<file path="src/rtl/ac_compressor_sequencer.sv">
// ---------------------------------------------------------------------------
// ac_compressor_sequencer
//
// Sequences the air-conditioner compressor relay and the fan from the
// operating mode chosen by the mode FSM.
//   AUTO   : cooling demand comes from the temperature error, with
//            hysteresis. Fan target is derived from the size of the error.
//   MANUAL : demand is always on. The fan target follows the up/down buttons.
//   IDLE   : no demand (mode 2'b11 is treated the same way).
// The fan ramps one step per RAMP_TICKS ticks. The fan pre-ventilates for
// RAMP_TICKS ticks before the compressor starts. Every compressor stop, and
// every reset, is followed by a MIN_OFF_TICKS lockout (anti-short-cycle).
//
// Parameters
//   TICK_DIV      clk cycles per timing tick
//   RAMP_TICKS    ticks per fan step and length of pre-ventilation
//   MIN_OFF_TICKS ticks of compressor lockout
//   HYST          AUTO hysteresis band in degrees C
//
// Ports
//   clk        system clock
//   reset      asynchronous, active-high reset
//   mode       00 IDLE, 01 AUTO, 10 MANUAL, 11 IDLE
//   temp_cur   measured temperature, unsigned degrees C
//   temp_set   setpoint, unsigned degrees C
//   btn_up     one-cycle debounced pulse, raises the manual fan speed
//   btn_down   one-cycle debounced pulse, lowers the manual fan speed
//   fan_speed  0 off, 1..3 speed (registered)
//   comp_on    compressor relay enable (registered, high only in RUN)
//   lockout    high while in LOCKOUT (registered)
//   state      OFF=0, START=1, RUN=2, STOP=3, LOCKOUT=4 (registered)
// ---------------------------------------------------------------------------
module ac_compressor_sequencer #(
  parameter int TICK_DIV      = 100_000_000,
  parameter int RAMP_TICKS    = 2,
  parameter int MIN_OFF_TICKS = 180,
  parameter int HYST          = 2
) (
  input  logic       clk,
  input  logic       reset,
  input  logic [1:0] mode,
  input  logic [7:0] temp_cur,
  input  logic [7:0] temp_set,
  input  logic       btn_up,
  input  logic       btn_down,
  output logic [1:0] fan_speed,
  output logic       comp_on,
  output logic       lockout,
  output logic [2:0] state
);

  typedef enum logic [2:0] {
    ST_OFF     = 3'd0,
    ST_START   = 3'd1,
    ST_RUN     = 3'd2,
    ST_STOP    = 3'd3,
    ST_LOCKOUT = 3'd4
  } state_t;

  localparam logic [1:0] MODE_AUTO   = 2'b01;
  localparam logic [1:0] MODE_MANUAL = 2'b10;

  // Tick divider sizing (guarded so a divide-by-1 still has a 1-bit counter).
  localparam int DIV_W = (TICK_DIV > 1) ? $clog2(TICK_DIV) : 1;
  localparam logic [DIV_W-1:0] DIV_LAST = DIV_W'(TICK_DIV - 1);

  // One phase counter serves both the ramp interval and the lockout period:
  // it is cleared on every state entry, so the two uses never overlap.
  localparam int CNT_MAX = (MIN_OFF_TICKS > RAMP_TICKS) ? MIN_OFF_TICKS : RAMP_TICKS;
  localparam int CNT_W   = (CNT_MAX > 1) ? $clog2(CNT_MAX + 1) : 1;
  localparam logic [CNT_W-1:0] RAMP_LAST = CNT_W'(RAMP_TICKS - 1);
  localparam logic [CNT_W-1:0] LOCK_LAST = CNT_W'(MIN_OFF_TICKS - 1);

  // Temperature thresholds are evaluated on 9 bits so setpoint + offset
  // cannot wrap around (e.g. temp_set=255 must never look like a small value).
  localparam logic [8:0] HYST9  = 9'(HYST);
  localparam logic [8:0] STEP2  = 9'd3;
  localparam logic [8:0] STEP3  = 9'd6;

  logic [DIV_W-1:0] div_cnt;
  logic             tick;

  logic [1:0]       man_speed;
  logic             demand_hold;
  logic             auto_demand;
  logic [1:0]       auto_target;
  logic             demand;
  logic [1:0]       target;

  logic [8:0]       cur9;
  logic [8:0]       set9;

  state_t           state_q;
  logic [CNT_W-1:0] phase_cnt;
  logic [1:0]       fan_q;
  logic             comp_q;
  logic             lockout_q;

  // -------------------------------------------------------------------------
  // Tick generator: free-running 0..TICK_DIV-1, tick high on terminal count.
  // -------------------------------------------------------------------------
  assign tick = (div_cnt == DIV_LAST);

  // NOTE: state registers use non-blocking assignments so every flop samples
  // the pre-edge value of every other flop, independent of block ordering.
  always_ff @(posedge clk or posedge reset) begin
    if (reset) begin
      div_cnt <= '0;
    end else if (tick) begin
      div_cnt <= '0;
    end else begin
      div_cnt <= div_cnt + 1'b1;
    end
  end

  // -------------------------------------------------------------------------
  // Manual fan speed, 1..3, only tracks buttons while MANUAL is selected.
  // Simultaneous up and down cancel out.
  // -------------------------------------------------------------------------
  always_ff @(posedge clk or posedge reset) begin
    if (reset) begin
      man_speed <= 2'd1;
    end else if (mode == MODE_MANUAL) begin
      if (btn_up && !btn_down && (man_speed != 2'd3)) begin
        man_speed <= man_speed + 2'd1;
      end else if (btn_down && !btn_up && (man_speed != 2'd1)) begin
        man_speed <= man_speed - 2'd1;
      end
    end
  end

  // -------------------------------------------------------------------------
  // AUTO demand with hysteresis and AUTO fan target.
  // -------------------------------------------------------------------------
  assign cur9 = {1'b0, temp_cur};
  assign set9 = {1'b0, temp_set};

  // NOTE: every signal written in an always_comb gets a default first, so no
  // path through the block can leave it unassigned and infer a latch.
  always_comb begin
    auto_demand = demand_hold;
    if (cur9 >= set9 + HYST9) begin
      auto_demand = 1'b1;
    end else if (cur9 <= set9) begin
      auto_demand = 1'b0;
    end
  end

  always_comb begin
    auto_target = 2'd1;
    if (cur9 >= set9 + STEP3) begin
      auto_target = 2'd3;
    end else if (cur9 >= set9 + STEP2) begin
      auto_target = 2'd2;
    end
  end

  // Holds the last decision so the band between the two thresholds keeps it.
  always_ff @(posedge clk or posedge reset) begin
    if (reset) begin
      demand_hold <= 1'b0;
    end else begin
      demand_hold <= auto_demand;
    end
  end

  // Demand and target selected by mode; IDLE and the unused code give no demand.
  always_comb begin
    demand = 1'b0;
    target = 2'd1;
    case (mode)
      MODE_AUTO: begin
        demand = auto_demand;
        target = auto_target;
      end
      MODE_MANUAL: begin
        demand = 1'b1;
        target = man_speed;
      end
      default: begin
        demand = 1'b0;
        target = 2'd1;
      end
    endcase
  end

  // -------------------------------------------------------------------------
  // Sequencer FSM. All outputs are registered and updated on the same edge
  // as the state change that implies them.
  // -------------------------------------------------------------------------
  always_ff @(posedge clk or posedge reset) begin
    if (reset) begin
      state_q   <= ST_LOCKOUT;
      phase_cnt <= '0;
      fan_q     <= 2'd0;
      comp_q    <= 1'b0;
      lockout_q <= 1'b1;
    end else begin
      case (state_q)
        // Full off-time, demand ignored.
        ST_LOCKOUT: begin
          if (tick) begin
            if (phase_cnt == LOCK_LAST) begin
              state_q   <= ST_OFF;
              lockout_q <= 1'b0;
              phase_cnt <= '0;
            end else begin
              phase_cnt <= phase_cnt + 1'b1;
            end
          end
        end

        ST_OFF: begin
          if (demand) begin
            state_q   <= ST_START;
            fan_q     <= 2'd1;
            phase_cnt <= '0;
          end
        end

        // Pre-ventilation. Losing demand here returns straight to OFF: the
        // compressor never ran, so no lockout is needed.
        ST_START: begin
          if (!demand) begin
            state_q   <= ST_OFF;
            fan_q     <= 2'd0;
            phase_cnt <= '0;
          end else if (tick) begin
            if (phase_cnt == RAMP_LAST) begin
              state_q   <= ST_RUN;
              comp_q    <= 1'b1;
              phase_cnt <= '0;
            end else begin
              phase_cnt <= phase_cnt + 1'b1;
            end
          end
        end

        // Compressor on; fan walks toward the target one step per interval.
        // The interval restarts whenever the fan is already on target, so a
        // new target always waits a full interval before the first step.
        ST_RUN: begin
          if (!demand) begin
            state_q   <= ST_STOP;
            comp_q    <= 1'b0;
            phase_cnt <= '0;
          end else if (fan_q == target) begin
            phase_cnt <= '0;
          end else if (tick) begin
            if (phase_cnt == RAMP_LAST) begin
              fan_q     <= (target > fan_q) ? fan_q + 2'd1 : fan_q - 2'd1;
              phase_cnt <= '0;
            end else begin
              phase_cnt <= phase_cnt + 1'b1;
            end
          end
        end

        // Compressor off; fan ramps down, then lockout starts fresh.
        ST_STOP: begin
          if (tick) begin
            if (phase_cnt == RAMP_LAST) begin
              fan_q     <= fan_q - 2'd1;
              phase_cnt <= '0;
              if (fan_q == 2'd1) begin
                state_q   <= ST_LOCKOUT;
                lockout_q <= 1'b1;
              end
            end else begin
              phase_cnt <= phase_cnt + 1'b1;
            end
          end
        end

        // Unreachable encodings recover through a full lockout.
        default: begin
          state_q   <= ST_LOCKOUT;
          phase_cnt <= '0;
          fan_q     <= 2'd0;
          comp_q    <= 1'b0;
          lockout_q <= 1'b1;
        end
      endcase
    end
  end

  assign fan_speed = fan_q;
  assign comp_on   = comp_q;
  assign lockout   = lockout_q;
  assign state     = state_q;

endmodule

</file>
<file path="config.mk">
export PLATFORM = sky130hd
export DESIGN_NAME = ac_compressor_sequencer
export DESIGN_NICKNAME = d
export VERILOG_FILES = /design/src/rtl/ac_compressor_sequencer.sv
export SDC_FILE = /design/constraint.sdc
export NUM_CORES = 1
export LEC_CHECK = 0
export BUFFER_PORTS_ARGS = -buffer_cell sky130_fd_sc_hd__buf_2
export CORE_MARGIN = 2
export CORE_UTILIZATION = 45
export DETAILED_ROUTE_END_ITERATION = 12
export PLACE_DENSITY = 0.74
export SYNTH_ARGS = -nofsm -noshare
export SYNTH_HDL_FRONTEND = slang
export SYNTH_SLANG_ARGS = --single-unit
</file>
<file path="constraint.sdc">
create_clock -name clk -period 4.65 [get_ports clk]
set_clock_uncertainty 0.2 [all_clocks]
set_input_delay 0.2325 -clock clk [delete_from_list [all_inputs] [get_ports clk]]
set_output_delay 0.2325 -clock clk [all_outputs]
set_load 0.01 [all_outputs]
</file>
Word level (Yosys, flattened, before mapping)
Index checks and enable logic that the tools add are counted.

word-level totals
  register bits = 45
  output and inout bits = 7

operators by class
  bitwise logic cells = 3
  equal/unequal tests = 30
  $add $sub $neg = 9
  multiplexer cells = 50
  order comparisons = 5
  reduce and logical (&&, ||, !) cells = 16

operators with widths
  cell                     count
  $mux W8                  8
  $pmux W8 S5              1
  $ne A2 B2 Y1 const B     16
  $mux W3                  10
  $add A27 B1 Y27 const B  1
  $eq A27 B27 Y1 const B   1
  $ge A8 B9 Y1             3
  $mux W27                 1
  $mux W2                  13
  $add A8 B2 Y9 const B    2
  $reduce_and A9 Y1        2
  $pmux W3 S5              1
  $mux W1                  11
  $pmux W2 S5              1
  $add A8 B3 Y9 const B    1
  $add A8 B1 Y8 const B    1
  $eq A8 B1 Y1 const B     1
  $eq A8 B8 Y1 const B     1
  $le A8 B8 Y1             1
  $eq A3 B2 Y1 const B     2
  $ne A3 B3 Y1 const B     2
  $pmux W1 S3              2
  $reduce_and A6 Y1        1
  $reduce_or A3 Y1         2
  other kinds (18)         28

Logic depth before layout (Yosys ltp)
  depth in word-level cells = 12
  gate-level depth with buffers = 19
  mapped depth without buffers = 19

Least setup slack after synthesis
No wires, ideal clock.

  path kind = input to register
  from = input temp_set[1]
  to = register phase_cnt[7]
  slack = 957 ps
  data required time = 4,384 ps
  cell stages on the path = 19
  data arrival time = 3,427 ps
  setup time = 66 ps
  cells stage by stage = inv_1 ha_1 ha_1 o21a_1 o21a_1 o21ai_0 a21oi_1 o21a_1 o22ai_1 nand3_1 a221oi_1 ha_1 a21oi_1 nand2_1 a211oi_2 a211oi_4 o21ai_2 a31o_1 a22o_1

on the way
  longest elaborated chain between the ends = 9

ends and longest elaborated chain
  element                 RTL line  RTL
  start: declaration      43        input logic [7:0] temp_set,
  $add A8 B2 Y9           153       end else if (cur9 >= set9 + STEP2) begin
  $ge A8 B9 Y1            153
  $mux W2                 153
  $mux W2                 151       if (cur9 >= set9 + STEP3) begin
  $pmux W2 S2             171       case (mode)
  $eq A2 B2 Y1            247       end else if (fan_q == target) begin
  $mux W8                 247
  $mux W8                 243       if (!demand) begin
  $pmux W8 S5             199       case (state_q)
  end signal: assignment  208       phase_cnt <= phase_cnt + 1'b1;
  end signal: assignment  254       phase_cnt <= phase_cnt + 1'b1;
  end signal: assignment  270       phase_cnt <= phase_cnt + 1'b1;
  end: declaration        94        logic [CNT_W-1:0] phase_cnt;

Parallel ways exist; a longest one is shown, timed or not.
A chain may end at the register's enable or synchronous reset.

Worst setup path after layout
Ends and elaborated chain as after synthesis.

==> results.py <==
metrics = {
    "outcome": {
        "outcome": "completed",
    },
    "sta": {
        "setup_viol": 0,
        "finalSetupTns_ns": 0,
        "final_max_slew_viol_count": 0,
        "fin_crit_sh": 0.862,
        "rsz0062_at_grt": "false",
        "fin_ws_ns": 0.642,
        "fmax_mhz": 250,
        "finalHoldViolations": 0,
        "fin_hold_ws_ns": 0.173,
        "tightest_slew_ns": 0.979,
        "max_slew_margin": 0.347,
        "fin_crit_ns": 4.01,
    },
    "placement": {
        "pre_cts_ws_ns": 0.376,
        "portBuffers": 28,
        "gp_congestion": 0.866,
        "hpwl_um": 5730,
    },
    "layout": {
        "area_delta_synth_final_pct": 9.30,
        "layout_commonest_cell": "ha_1",
        "final_layout_size_suffix_gt1_frac": 0.130,
        "diodes": 0,
        "fill_cells": 725,
        "final_nets": 501,
        "layout_common_cells": "ha_1, nor2_1, dfrtp_1",
        "final_util": 0.509,
    },
    "yosys": {
        "synth_nets": 474,
        "synthCells": 409,
        "yosys_warnings": 0,
        "synthAdderAreaFrac": 0.149,
        "ys_ff_latch": 45,
        "synth_area_um2": 3620,
        "yosys.area_share.simple": 0.216,
        "synth-xor-area-share": 0.0968,
        "synth_top_family_by_area": "simple AND/OR/NAND/NOR gates",
        "synth_edf_count": 0,
        "ys_types": 61,
        "yosysSeqAreaShare": 0.312,
        "synth_compound_area_frac": 0.178,
        "ys.flop_type": "dfrtp_1",
        "async_reset_ff_frac": 1.00,
        "syn_area_per_cell_um2": 8.85,
        "synth_mux_area_frac": 0.00553,
    },
    "power": {
        "p_seq_frac": 0.443,
        "switching_share": 0.300,
        "cellPowerDensity_nw_per_um2": 245,
        "p_int_mw": 0.679,
        "power_leakage_nw": 1.81,
        "switching_power_mw": 0.291,
        "power.total_mw": 0.970,
        "ir_drop_v": 0.000122,
        "clockPowerShare": 0.305,
        "combPwrFrac": 0.252,
    },
    "floorplanning": {
        "coreArea_um2": 7770,
        "die_w_um": 93.7,
        "fp.dieArea_um2": 8770,
        "rows": 32,
        "start_util": 0.466,
        "die_y_um": 93.7,
        "ioPinCount": 29,
    },
    "drt": {
        "num_vias": 2947,
        "ant_nets": 0,
        "totalWireLength_um": 7440,
        "dr.pass1.iters": 4,
        "drc": 0,
        "drtIter0Drc": 186,
        "wire_per_inst_um": 13.8,
        "vias_per_cell": 5.47,
    },
    "cts": {
        "clk_pin_slew_ns": 0.09,
        "postCtsSetupBuffers": 0,
        "cts_tree": "yes",
        "numCtsBuffers": 5,
        "cts_root_buffer": "clkbuf_8",
        "cts_buffer_depth": 2,
        "cts_max_level": 2,
        "cts.sinks": 45,
        "insertion_delay_ns": 0.30,
    },
    "setup_path": {
        "slowest_delay_ns": 0.33,
        "critical-path-top-delay-family": "compound AO/OA/AOI/OAI gates",
        "cp_max_fo": 8,
        "endpoint_kind": "register",
        "crit_type": "in -> reg",
        "cp_data_arrival_time_ns": 4.04,
        "crit_path_start_kind": "primary input",
        "crit_path_cell_trace": "buf_2 > inv_1 > ha_1 > ha_1 > o21a_1 > o21a_1 > o21ai_0 > a21oi_1 > o21a_1 > o22ai_1 > nand3_1 > a221oi_1 > ha_1 > a21oi_1 > nand2_1 > a211oi_2 > a211oi_4 > o21ai_2 > a31o_1 > a22o_1",
        "slowest_stage": "ha_1",
        "crit_buf_inv": 2,
        "crit_required_ns": 4.69,
    },
    "global_routing": {
        "grt_pass1_vias": 2775,
        "globalRouteOverflowTotal": 0,
        "grt_use_total": 0.177,
        "grt_pass1_wl_um": 12700,
        "antenna_found_initial": 0,
        "grt_max_degree": 46,
    },
    "hold_path": {
        "hp-class": "in -> reg",
    },
    "job": {
        "drv_cap": 0,
    },
}
-- cell type report --
cell class | instances | area [µm²] | area share
multi-input combinational | 329 | 2330 | 0.590
sequential | 45 | 1130 | 0.286
timing repair buffer | 30 | 158 | 0.0399
tap | 102 | 128 | 0.0323
inverter | 25 | 93.8 | 0.0237
clock buffer | 6 | 72.6 | 0.0183
clock inverter | 2 | 38.8 | 0.00981
-- metal layers --
metal	vias to the layer above	track usage	wire (µm)
met4	0	0.0495	102
met2	64	0.294	3400
li1	1503	-	-
met3	12	0.0209	295
met1	1368	0.245	3640
met5	-	0	0
-- state kept, by name, summed over array words and instances, names as in the netlist --
name         flops
state            3
demand_hold      1
comp_on          1
lockout          1
fan_speed        2
man_speed        2
phase_cnt        8
div_cnt         27
-- cell usage after synthesis, types with 10 or more instances --
cell,number,share of area
o21ai_0,21,0.029
nand3_1,22,0.030
xnor2_1,23,0.056
nand2_1,30,0.031
dfrtp_1,42,0.29
inv_1,23,0.024
a21oi_1,22,0.030
xor2_1,17,0.041
ha_1,43,0.15
nor2_1,42,0.044
nand4_1,10,0.017
-- power groups by stage --
| stage | clock (mW) | sequential, mW | combinational [mW] |
|---|---|---|---|
| after global routing | 0.321 | 0.432 | 0.275 |
| after detailed placement | 0 | 0.437 | 0.242 |
| after floorplan | 0 | 0.432 | 0.184 |
| after CTS | 0.304 | 0.429 | 0.245 |
| after global placement | 0 | 0.436 | 0.234 |
| final | 0.296 | 0.430 | 0.244 |
-- final timing paths --
| check | endpoint | slack [ns] | cells past startpoint | from |
|---|---|---|---|---|
| min in group asynchronous | div_cnt[14]$_DFF_PP0_ | 0.41 | 4 | reset |
| worst max-delay path | phase_cnt[7]$_DFFE_PP0P_ | 0.64 | 20 | temp_set[1] |
| worst min register to register | div_cnt[0]$_DFF_PP0_ | 0.28 | 1 | div_cnt[0]$_DFF_PP0_ |
| worst min-delay path | man_speed[1]$_DFFE_PP0P_ | 0.17 | 5 | btn_down |
| max in group asynchronous | lockout$_DFFE_PP1P_ | 3.47 | 4 | reset |
| worst max register to register | phase_cnt[3]$_DFFE_PP0P_ | 1.48 | 10 | div_cnt[0]$_DFF_PP0_ |
-- tightest hold or removal path, cell delays in order --
cell,delay (ns)
buf_2,0.09
nor3b_1,0.06
xor2_1,0.14
nor2_1,0.08
a21oi_1,0.05
-- logic make-up after synthesis --
family,count (synthesis)
compound gates,91
xor+xnor,40
fa+ha+maj,43
buf+inv,35
flops,45
mux,2
simple gates,153
-- timing repair --
action,4_1_cts,5_1_grt
hold endpoints to repair,42,0
gates resized for setup,0,0
hold buffers,1,0
-- stage by stage --
step	cells	cell area, µm²
6_report	539	3960
5_1_grt	539	3960
4_1_cts	539	3960
3_5_place_dp	530	3830
3_3_place_gp	530	3830
2_1_floorplan	409	3620
(Power assumes the default switching activity.)
